==> src/rtl/ste_pkg.sv <==
`default_nettype none
// ============================================================================
// Module   : ste_pkg
// Purpose  : Shared definitions for the STE chain matcher: the bit positions
//            of the per-STE configuration flags and a packed view of them.
// Revision : 1.0 - initial release
// ============================================================================
package ste_pkg;

    // Bit positions inside the 4-bit cfg_flags word {enable, start, self_loop, report}
    localparam int CFG_ENABLE    = 3;
    localparam int CFG_START     = 2;
    localparam int CFG_SELF_LOOP = 1;
    localparam int CFG_REPORT    = 0;
    localparam int CFG_FLAGS_W   = 4;

    typedef struct packed {
        logic enable;
        logic start;
        logic self_loop;
        logic report;
    } ste_flags_t;

    // Decode by named bit position so the struct layout never has to track
    // the port encoding.
    function automatic ste_flags_t unpack_flags(input logic [CFG_FLAGS_W-1:0] flags);
        ste_flags_t f;
        f.enable    = flags[CFG_ENABLE];
        f.start     = flags[CFG_START];
        f.self_loop = flags[CFG_SELF_LOOP];
        f.report    = flags[CFG_REPORT];
        return f;
    endfunction

endpackage
`default_nettype wire

==> src/rtl/ste_cell.sv <==
`default_nettype none
// ============================================================================
// Module   : ste_cell
// Purpose  : One state-transition element: configuration register, masked
//            symbol compare, activation flop and fire output.
// Ports    : clock/reset      - clock, synchronous active-high reset
//            i_cfg_we         - write this cell's configuration (addr decoded)
//            i_cfg_match/mask - match value / compare mask (1 = compare)
//            i_cfg_flags      - {enable, start, self_loop, report}
//            i_accept/i_last  - a symbol is accepted this cycle / it ends the stream
//            i_symbol         - symbol under test
//            i_start_ok       - start STEs may be entered on this symbol
//            i_prev_fire      - fire of the preceding cell (0 for cell 0)
//            o_fire           - this cell fires on i_symbol
//            o_report         - report flag of this cell
// Revision : 1.0 - initial release
// ============================================================================
module ste_cell
    import ste_pkg::*;
#(
    parameter int SYMBOL_WIDTH = 16
) (
    input  logic                    clock,
    input  logic                    reset,
    input  logic                    i_cfg_we,
    input  logic [SYMBOL_WIDTH-1:0] i_cfg_match,
    input  logic [SYMBOL_WIDTH-1:0] i_cfg_mask,
    input  logic [CFG_FLAGS_W-1:0]  i_cfg_flags,
    input  logic                    i_accept,
    input  logic                    i_last,
    input  logic [SYMBOL_WIDTH-1:0] i_symbol,
    input  logic                    i_start_ok,
    input  logic                    i_prev_fire,
    output logic                    o_fire,
    output logic                    o_report
);

    typedef struct packed {
        logic [SYMBOL_WIDTH-1:0] match;
        logic [SYMBOL_WIDTH-1:0] mask;
        ste_flags_t              flags;
    } ste_cfg_t;

    ste_cfg_t r_cfg_q;
    ste_cfg_t w_cfg_d;
    logic     r_act_q;
    logic     w_act_d;
    logic     w_match;
    logic     w_en;

    always_comb begin
        w_cfg_d = r_cfg_q;
        if (i_cfg_we) begin
            w_cfg_d.match = i_cfg_match;
            w_cfg_d.mask  = i_cfg_mask;
            w_cfg_d.flags = unpack_flags(i_cfg_flags);
        end

        // Compare uses the registered config, so a write in the same cycle as
        // an accept only affects later symbols.
        w_match = r_cfg_q.flags.enable &&
                  (((i_symbol ^ r_cfg_q.match) & r_cfg_q.mask) == '0);
        w_en    = r_act_q || (r_cfg_q.flags.start && i_start_ok);
        o_fire  = w_en && w_match;

        w_act_d = r_act_q;
        if (i_accept) begin
            // End of stream wipes activation after the last symbol is scored.
            w_act_d = i_last ? 1'b0 : (i_prev_fire || (r_cfg_q.flags.self_loop && o_fire));
        end
    end

    assign o_report = r_cfg_q.flags.report;

    always_ff @(posedge clock) begin
        if (reset) begin
            r_cfg_q <= '0;
            r_act_q <= 1'b0;
        end else begin
            r_cfg_q <= w_cfg_d;
            r_act_q <= w_act_d;
        end
    end

endmodule
`default_nettype wire

==> src/rtl/ste_chain_matcher.sv <==
`default_nettype none
// ============================================================================
// Module   : ste_chain_matcher
// Purpose  : Linear chain of NUM_STES runtime-programmable STEs scanning a
//            valid/ready symbol stream; emits one registered report per
//            symbol on which any reporting STE fires.
// Ports    : clock/reset             - clock, synchronous active-high reset
//            cfg_we/addr/match/mask/flags - per-STE configuration write
//            mode_sod                - 1: start STEs only on first symbol of stream
//            in_valid/in_ready/in_symbol/in_last - symbol stream
//            report_valid/report_ready - report handshake
//            report_ste_mask         - reporting STEs that fired
//            report_offset           - 0-based stream offset of the firing symbol
// Revision : 1.0 - initial release
// ============================================================================
module ste_chain_matcher
    import ste_pkg::*;
#(
    parameter int SYMBOL_WIDTH = 16,
    parameter int NUM_STES     = 8,
    parameter int OFFSET_WIDTH = 32
) (
    input  logic                        clock,
    input  logic                        reset,
    input  logic                        cfg_we,
    input  logic [$clog2(NUM_STES)-1:0] cfg_addr,
    input  logic [SYMBOL_WIDTH-1:0]     cfg_match,
    input  logic [SYMBOL_WIDTH-1:0]     cfg_mask,
    input  logic [CFG_FLAGS_W-1:0]      cfg_flags,
    input  logic                        mode_sod,
    input  logic                        in_valid,
    output logic                        in_ready,
    input  logic [SYMBOL_WIDTH-1:0]     in_symbol,
    input  logic                        in_last,
    output logic                        report_valid,
    input  logic                        report_ready,
    output logic [NUM_STES-1:0]         report_ste_mask,
    output logic [OFFSET_WIDTH-1:0]     report_offset
);

    localparam int ADDR_W = $clog2(NUM_STES);

    logic                    w_accept;
    logic                    w_start_ok;
    logic [NUM_STES-1:0]     w_fire;
    logic [NUM_STES-1:0]     w_report_flag;
    logic [NUM_STES-1:0]     w_prev_fire;
    logic [NUM_STES-1:0]     w_hit;

    logic [OFFSET_WIDTH-1:0] r_offset_q,        w_offset_d;
    logic                    r_sod_first_q,     w_sod_first_d;
    logic                    r_report_valid_q,  w_report_valid_d;
    logic [NUM_STES-1:0]     r_report_mask_q,   w_report_mask_d;
    logic [OFFSET_WIDTH-1:0] r_report_offset_q, w_report_offset_d;

    // Only a held, unconsumed report stalls the stream.
    assign in_ready    = !r_report_valid_q || report_ready;
    assign w_accept    = in_valid && in_ready;
    assign w_start_ok  = !mode_sod || r_sod_first_q;
    // Cell 0 has no predecessor; the last cell's fire feeds nothing onward.
    assign w_prev_fire = {w_fire[NUM_STES-2:0], 1'b0};

    generate
        for (genvar i = 0; i < NUM_STES; i++) begin : g_ste
            // Addresses beyond the chain length decode to no cell.
            localparam logic [ADDR_W-1:0] c_idx = ADDR_W'(i);

            ste_cell #(
                .SYMBOL_WIDTH (SYMBOL_WIDTH)
            ) u_cell (
                .clock       (clock),
                .reset       (reset),
                .i_cfg_we    (cfg_we && (cfg_addr == c_idx)),
                .i_cfg_match (cfg_match),
                .i_cfg_mask  (cfg_mask),
                .i_cfg_flags (cfg_flags),
                .i_accept    (w_accept),
                .i_last      (in_last),
                .i_symbol    (in_symbol),
                .i_start_ok  (w_start_ok),
                .i_prev_fire (w_prev_fire[i]),
                .o_fire      (w_fire[i]),
                .o_report    (w_report_flag[i])
            );
        end
    endgenerate

    assign w_hit = w_fire & w_report_flag;

    always_comb begin
        w_offset_d        = r_offset_q;
        w_sod_first_d     = r_sod_first_q;
        w_report_valid_d  = r_report_valid_q;
        w_report_mask_d   = r_report_mask_q;
        w_report_offset_d = r_report_offset_q;

        if (w_accept) begin
            if (in_last) begin
                w_offset_d    = '0;
                w_sod_first_d = 1'b1;
            end else begin
                w_offset_d    = r_offset_q + OFFSET_WIDTH'(1);
                w_sod_first_d = 1'b0;
            end
        end

        if (r_report_valid_q && report_ready) begin
            w_report_valid_d = 1'b0;
        end
        // A new report overrides the consume above, so valid stays high
        // across back-to-back reports.
        if (w_accept && (|w_hit)) begin
            w_report_valid_d  = 1'b1;
            w_report_mask_d   = w_hit;
            w_report_offset_d = r_offset_q;
        end
    end

    always_ff @(posedge clock) begin
        if (reset) begin
            r_offset_q        <= '0;
            r_sod_first_q     <= 1'b1;
            r_report_valid_q  <= 1'b0;
            r_report_mask_q   <= '0;
            r_report_offset_q <= '0;
        end else begin
            r_offset_q        <= w_offset_d;
            r_sod_first_q     <= w_sod_first_d;
            r_report_valid_q  <= w_report_valid_d;
            r_report_mask_q   <= w_report_mask_d;
            r_report_offset_q <= w_report_offset_d;
        end
    end

    assign report_valid    = r_report_valid_q;
    assign report_ste_mask = r_report_mask_q;
    assign report_offset   = r_report_offset_q;

endmodule
`default_nettype wire
==> config.mk <==
export PLATFORM = sky130hd
export DESIGN_NAME = ste_chain_matcher
export DESIGN_NICKNAME = d
export VERILOG_FILES = /design/src/rtl/ste_pkg.sv /design/src/rtl/ste_cell.sv /design/src/rtl/ste_chain_matcher.sv
export SDC_FILE = /design/constraint.sdc
export NUM_CORES = 1
export LEC_CHECK = 0
export CORE_ASPECT_RATIO = 1.25
export CORE_MARGIN = 2
export CORE_UTILIZATION = 30
export DETAILED_ROUTE_END_ITERATION = 8
export SYNTH_ARGS = -nofsm -noshare
export SYNTH_HDL_FRONTEND = slang
export SYNTH_SLANG_ARGS = --single-unit
==> constraint.sdc <==
create_clock -name clock -period 5.1 [get_ports clock]
set_input_delay 1.275 -clock clock [delete_from_list [all_inputs] [get_ports clock]]
set_output_delay 1.275 -clock clock [all_outputs]
set_load 0.02 [all_outputs]
Word level (Yosys, flattened, before mapping)
Cells that the tools add are included.
- RAM bits: 0
- input port bits: 62
- bits in read-only memories: 0
- output and inout port bits: 42
- latch bits: 0
- bits in registers: 370
- memories: 0
- multiply operators: 0
- shifts and indexed selects: 0
- div/mod/pow operators: 0
- bitwise operators: 17
- add/subtract/negate cells: 1
- magnitude comparators: 0
- reductions and logical operators: 73
- mux-type cells: 12
- equality and inequality tests: 7
- operator list (kind ; number):
    16-bit AND ; 8
    16-bit logical NOT ; 8
    16-bit bitwise XOR ; 8
    1-bit logical AND ; 43
    32-bit by 1-bit adder with 32-bit output, second input constant ; 1
    32-bit two-way mux ; 1
    1-bit logical OR ; 17
    3-bit equality test, second input constant ; 4
    1-bit two-way mux ; 11
    8-bit AND ; 1
    8-bit OR reduction ; 1
    3-bit by 2-bit equality test with 1-bit output, second input constant ; 2
    3-bit by 1-bit equality test with 1-bit output, second input constant ; 1
    3-bit logical NOT ; 1
    1-bit logical NOT ; 2
    2-bit nonzero test ; 1

Depth between registers and ports, before layout
- word-level depth: 9
- mapped depth: 10
- mapped depth without buffers: 8

Modules after synthesis
A second synthesis with hierarchy kept.
- cell total of the unflattened synthesis: 1560
- area, all modules: 15361.0 sq um
- modules (own cells, without submodules) (module ; area an instance (sq um) ; instances ; cells each ; seq. area each (sq um)):
    ste_cell ; 1541.5 ; 8 ; 152 ; 740.7
    ste_chain_matcher ; 3029.2 ; 1 ; 344 ; 1481.4

Least setup slack after synthesis
Ideal clock, no wire load.
- path kind: input port to flip-flop
- start: input port in_symbol[10]
- end: register r_report_mask_q[2] (netlist: report_ste_mask[2])
- slack: 1.897 ns
- arrival: 3.131 ns
- required time: 5.028 ns
- cell stages on the path: 10
- cells stage by stage: buf_2 > xor2_1 > a22o_1 > a211o_1 > nor4_2 > nor4_2 > a31oi_4 > buf_6 > buf_6 > mux2i_1
- longest elaborated chain between the ends: 8
- elaborated cells between the ends (all ways): 43
- RTL lines (element ; line ; text):
    start: declaration ; ste_chain_matcher.sv:33 ; input logic [SYMBOL_WIDTH-1:0] in_symbol,
    16-bit bitwise XOR ; ste_cell.sv:62 ; (((i_symbol ^ r_cfg_q.match) & r_cfg_q.mask) == '0);
    16-bit AND ; ste_cell.sv:62 ;
    16-bit logical NOT ; ste_cell.sv:62 ;
    1-bit logical AND ; ste_cell.sv:61 ; w_match = r_cfg_q.flags.enable &&
    1-bit logical AND ; ste_cell.sv:64 ; o_fire = w_en && w_match;
    8-bit AND (*) ; ste_chain_matcher.sv:88 ; assign w_hit = w_fire & w_report_flag;
    8-bit OR reduction ; ste_chain_matcher.sv:112 ; if (w_accept && (|w_hit)) begin
    1-bit logical AND ; ste_chain_matcher.sv:112 ;
    end signal: assignment ; ste_chain_matcher.sv:130 ; r_report_mask_q <= w_report_mask_d;
    end: declaration ; ste_chain_matcher.sv:53 ; logic [NUM_STES-1:0] r_report_mask_q, w_report_mask_d;
Every way passes the cells marked *; elsewhere a longest branch is shown, timed or not.
A chain may end at the register's enable or synchronous reset.

Worst setup path after layout
- start: input port in_symbol[3]
- end: register r_report_offset_q[7] (netlist: report_offset[7])
- longest elaborated chain between the ends: 8
- elaborated cells between the ends (all ways): 43
- RTL lines (element ; line ; text):
    16-bit bitwise XOR ; ste_cell.sv:62 ;
    16-bit AND ; ste_cell.sv:62 ;
    16-bit logical NOT ; ste_cell.sv:62 ;
    1-bit logical AND ; ste_cell.sv:61 ;
    1-bit logical AND ; ste_cell.sv:64 ;
    8-bit AND (*) ; ste_chain_matcher.sv:88 ;
    8-bit OR reduction (*) ; ste_chain_matcher.sv:112 ;
    1-bit logical AND (*) ; ste_chain_matcher.sv:112 ;
    end signal: assignment ; ste_chain_matcher.sv:131 ; r_report_offset_q <= w_report_offset_d;
    end: declaration ; ste_chain_matcher.sv:54 ; logic [OFFSET_WIDTH-1:0] r_report_offset_q, w_report_offset_d;
Marks and branches as above.

==> flow_summary.yaml <==
yosys:
  ys_warn_count: 0
  synth-seq-cells: 370
  synth_fp_nets: 2029
  netlist_area_um2: 15700
  async_flop_share_pct: 0
  syn_area_per_cell_um2: 7.97
  ys_types: 45
  yosysSeqAreaShare_pct: 47.2
  synthCells: 1966
  synth_top_area_share_pct: 47.2
  synthTopCellsByArea: "dfxtp_1 47%, nand2_1 15%, a21oi_1 9.9%"
  synth_top_flop_cell: "dfxtp_1"
  synth-edff-count: 0
  synth_top_cell_by_area: "dfxtp_1"
pwr:
  seqPwrFrac_pct: 45.2
  p_leak_nw: 6.43
  p_int_mw: 5.01
  ir_worst_vdd_mv: 0.244
  switching_share_pct: 23.7
  powerDensity_nw_per_um2: 355
  p_clk_share_pct: 48.3
  fin_total_pwr_mw: 6.57
  power_switching_mw: 1.56
  combPwrFrac_pct: 6.4
sta:
  rsz0062_at_grt: "false"
  max-slew-margin-rel_pct: 17.9
  finalSetupViolations: 0
  fin_skew_ns: 0.0165
  finalHoldViolCount: 0
  final.setup.tns_ns: 0
  hold_slack_ns: 0.441
  final_max_slew_viol_count: 0
  worst_slew_pin_slew_ns: 1.23
  fin_crit_ns: 4.30
  fmax_mhz: 232
  timing.final.crit_share_pct: 84.4
job:
  drv_cap: 0
grt:
  grt_overflow: 0
  grt_usage_pct: 18.3
  grt_max_degree: 147
  grt_pass1_vias: 12700
  grt_antenna_before_repair: 0
  grt_pass1_wl_um: 75900
die:
  die_w_um: 208
  io_pins: 104
  rows: 93
  initial_utilization_pct: 30.4
  die_y_um: 260
  core-area_um2: 51500
  dieArea_um2: 54100
worst_setup_path:
  critical_path_class: "input port to register"
  crit_arrival_ns: 4.79
  crit_path_max_fanout: 39
  worstPathRequired_ns: 5.58
  cp-start-kind: "input port"
  critPathCaptureType: "register"
routing:
  dr.first_iter.drc_count: 1185
  drt_wl_total_um: 50000
  vias_per_cell: 4.98
  drt-pass1-iter-count: 5
  drc_errors: 0
  via_count: 13300
  ant_nets: 0
  wl_met2_um: 23700
  met1_length_um: 21100
  top_layer: "met4"
  wl_per_cell_um: 18.7
  met3WireLength_um: 3380
finish:
  nets: 2036
  fin_cells: 2670
  n_antenna_cell: 0
  fin_util_pct: 35.9
  area_delta_synth_final_pct: 18.1
  drive_gt1_share_pct: 4.99
clock_network:
  clk_latency_ns: 0.57
  ctsResizeCount: 0
  cts_tree: "built"
  clkTransAtPathRegs_ns: 0.05
  ctsHoldBuffers: 0
  cts_root_buffer: "clkbuf_16"
  numCtsBuffers: 42
  clock_sinks: 370
  cts_buffer_depth: 3
  cts_setup_buffers: 0
  htree_levels: 2
place:
  place_hpwl_um: 33000
  port_buffers: 103
  gp_congestion: 0.890
  dpl.cell_count: 2594
status:
  status: "finished clean"
min_path:
  hold_class: "register to register"
[metrics by stage]
step                      instance area, um^2  setup slack, ns
after floorplan                         15700             1.90
after global placement                  17100            0.318
after detailed placement                17100            0.243
after CTS                               18500            0.834
after global routing                    18500            0.665
final                                   18500            0.796
[critical path, cell delays in order]
cell and delay (ns):
clkdlybuf4s50_1 0.87, xor2_1 0.15, a22oi_1 0.23, nand2_1 0.23, nor4_1 0.94, nor2_1 0.25, a31oi_4 0.24, buf_12 0.29
mux2i_1 0.24
[layout make-up]
type,count,area (um^2)
Inverter,7,26.3
Fill cell,5336,33000
Timing Repair Buffer,122,1200
Sequential cell,370,7410
Multi-Input combinational cell,1430,7610
Tap cell,665,832
Clock buffer,64,1240
Clock inverter,12,204
[flip-flops by register name (all words and copies together), names as in the netlist]
register	cells
g_ste.u_cell.o_report	8
g_ste.u_cell.r_act_q	8
g_ste.u_cell.r_cfg_q	280
r_offset_q	32
r_sod_first_q	1
report_offset	32
report_ste_mask	8
report_valid	1
[synthesized netlist by cell type, types with 3 or more instances]
library cell	count
or3_1	9
clkbuf_1	101
and3_1	5
mux2i_1	39
clkbuf_2	36
nand2b_1	80
o21ai_0	9
xor2_1	145
and4_1	3
buf_2	15
nor4_1	9
nor2_1	36
nor3_1	8
a21o_1	10
buf_6	3
nand2_1	630
nand4b_1	5
dfxtp_1	370
nand4_1	19
xnor2_1	5
nand3_1	18
inv_1	7
a22oi_1	63
nor2b_1	4
a21oi_1	309
[power by group through the flow]
stage / clock [mW] / sequential (mW) / combinational, mW
2_1_floorplan: 0 / 3.03 / 0.259
3_3_place_gp: 0 / 3.03 / 0.415
3_5_place_dp: 0 / 3.03 / 0.419
4_1_cts: 3.24 / 2.97 / 0.421
5_1_grt: 3.37 / 2.97 / 0.452
6_report: 3.18 / 2.97 / 0.424
[cell families after synthesis]
kind of cell | synth area share [%]
xor+xnor | 8.38
fa+ha+maj | 0.0798
flops | 47.2
simple gates | 22.9
mux | 2.49
buf+inv | 4.57
compound gates | 14.4
[routing by layer]
layer | vias to the layer above | GRT usage [%]
met2 | 465 | 31.3
li1 | 6456 | -
met4 | 0 | 6.91
met3 | 90 | 3.10
met1 | 6289 | 23.1
met5 | - | 0
[worst paths after layout]
path | startpoint | depth (start not counted) | endpoint | slack, ns
setup / recovery | in_symbol[3] | 9 | report_offset[7] | 0.80
setup reg to reg | g_ste[3].u_cell.r_cfg_q[22] | 8 | report_offset[7] | 2.02
hold / removal | r_sod_first_q | 1 | r_sod_first_q | 0.44
hold reg to reg | r_sod_first_q | 1 | r_sod_first_q | 0.44
[placed cells by master (no fill, tap or decap), drive strengths merged, types with 10 or more instances in the layout]
cell,count
a21o,10
clkdlybuf4s50,102
clkbuf,64
a21oi,309
nand2,630
dfxtp,370
nor2,36
a22oi,63
buf,20
nand2b,80
nor4,11
nand4,19
mux2i,39
xor2,145
nand3,18
(Power assumes the default switching activity.)
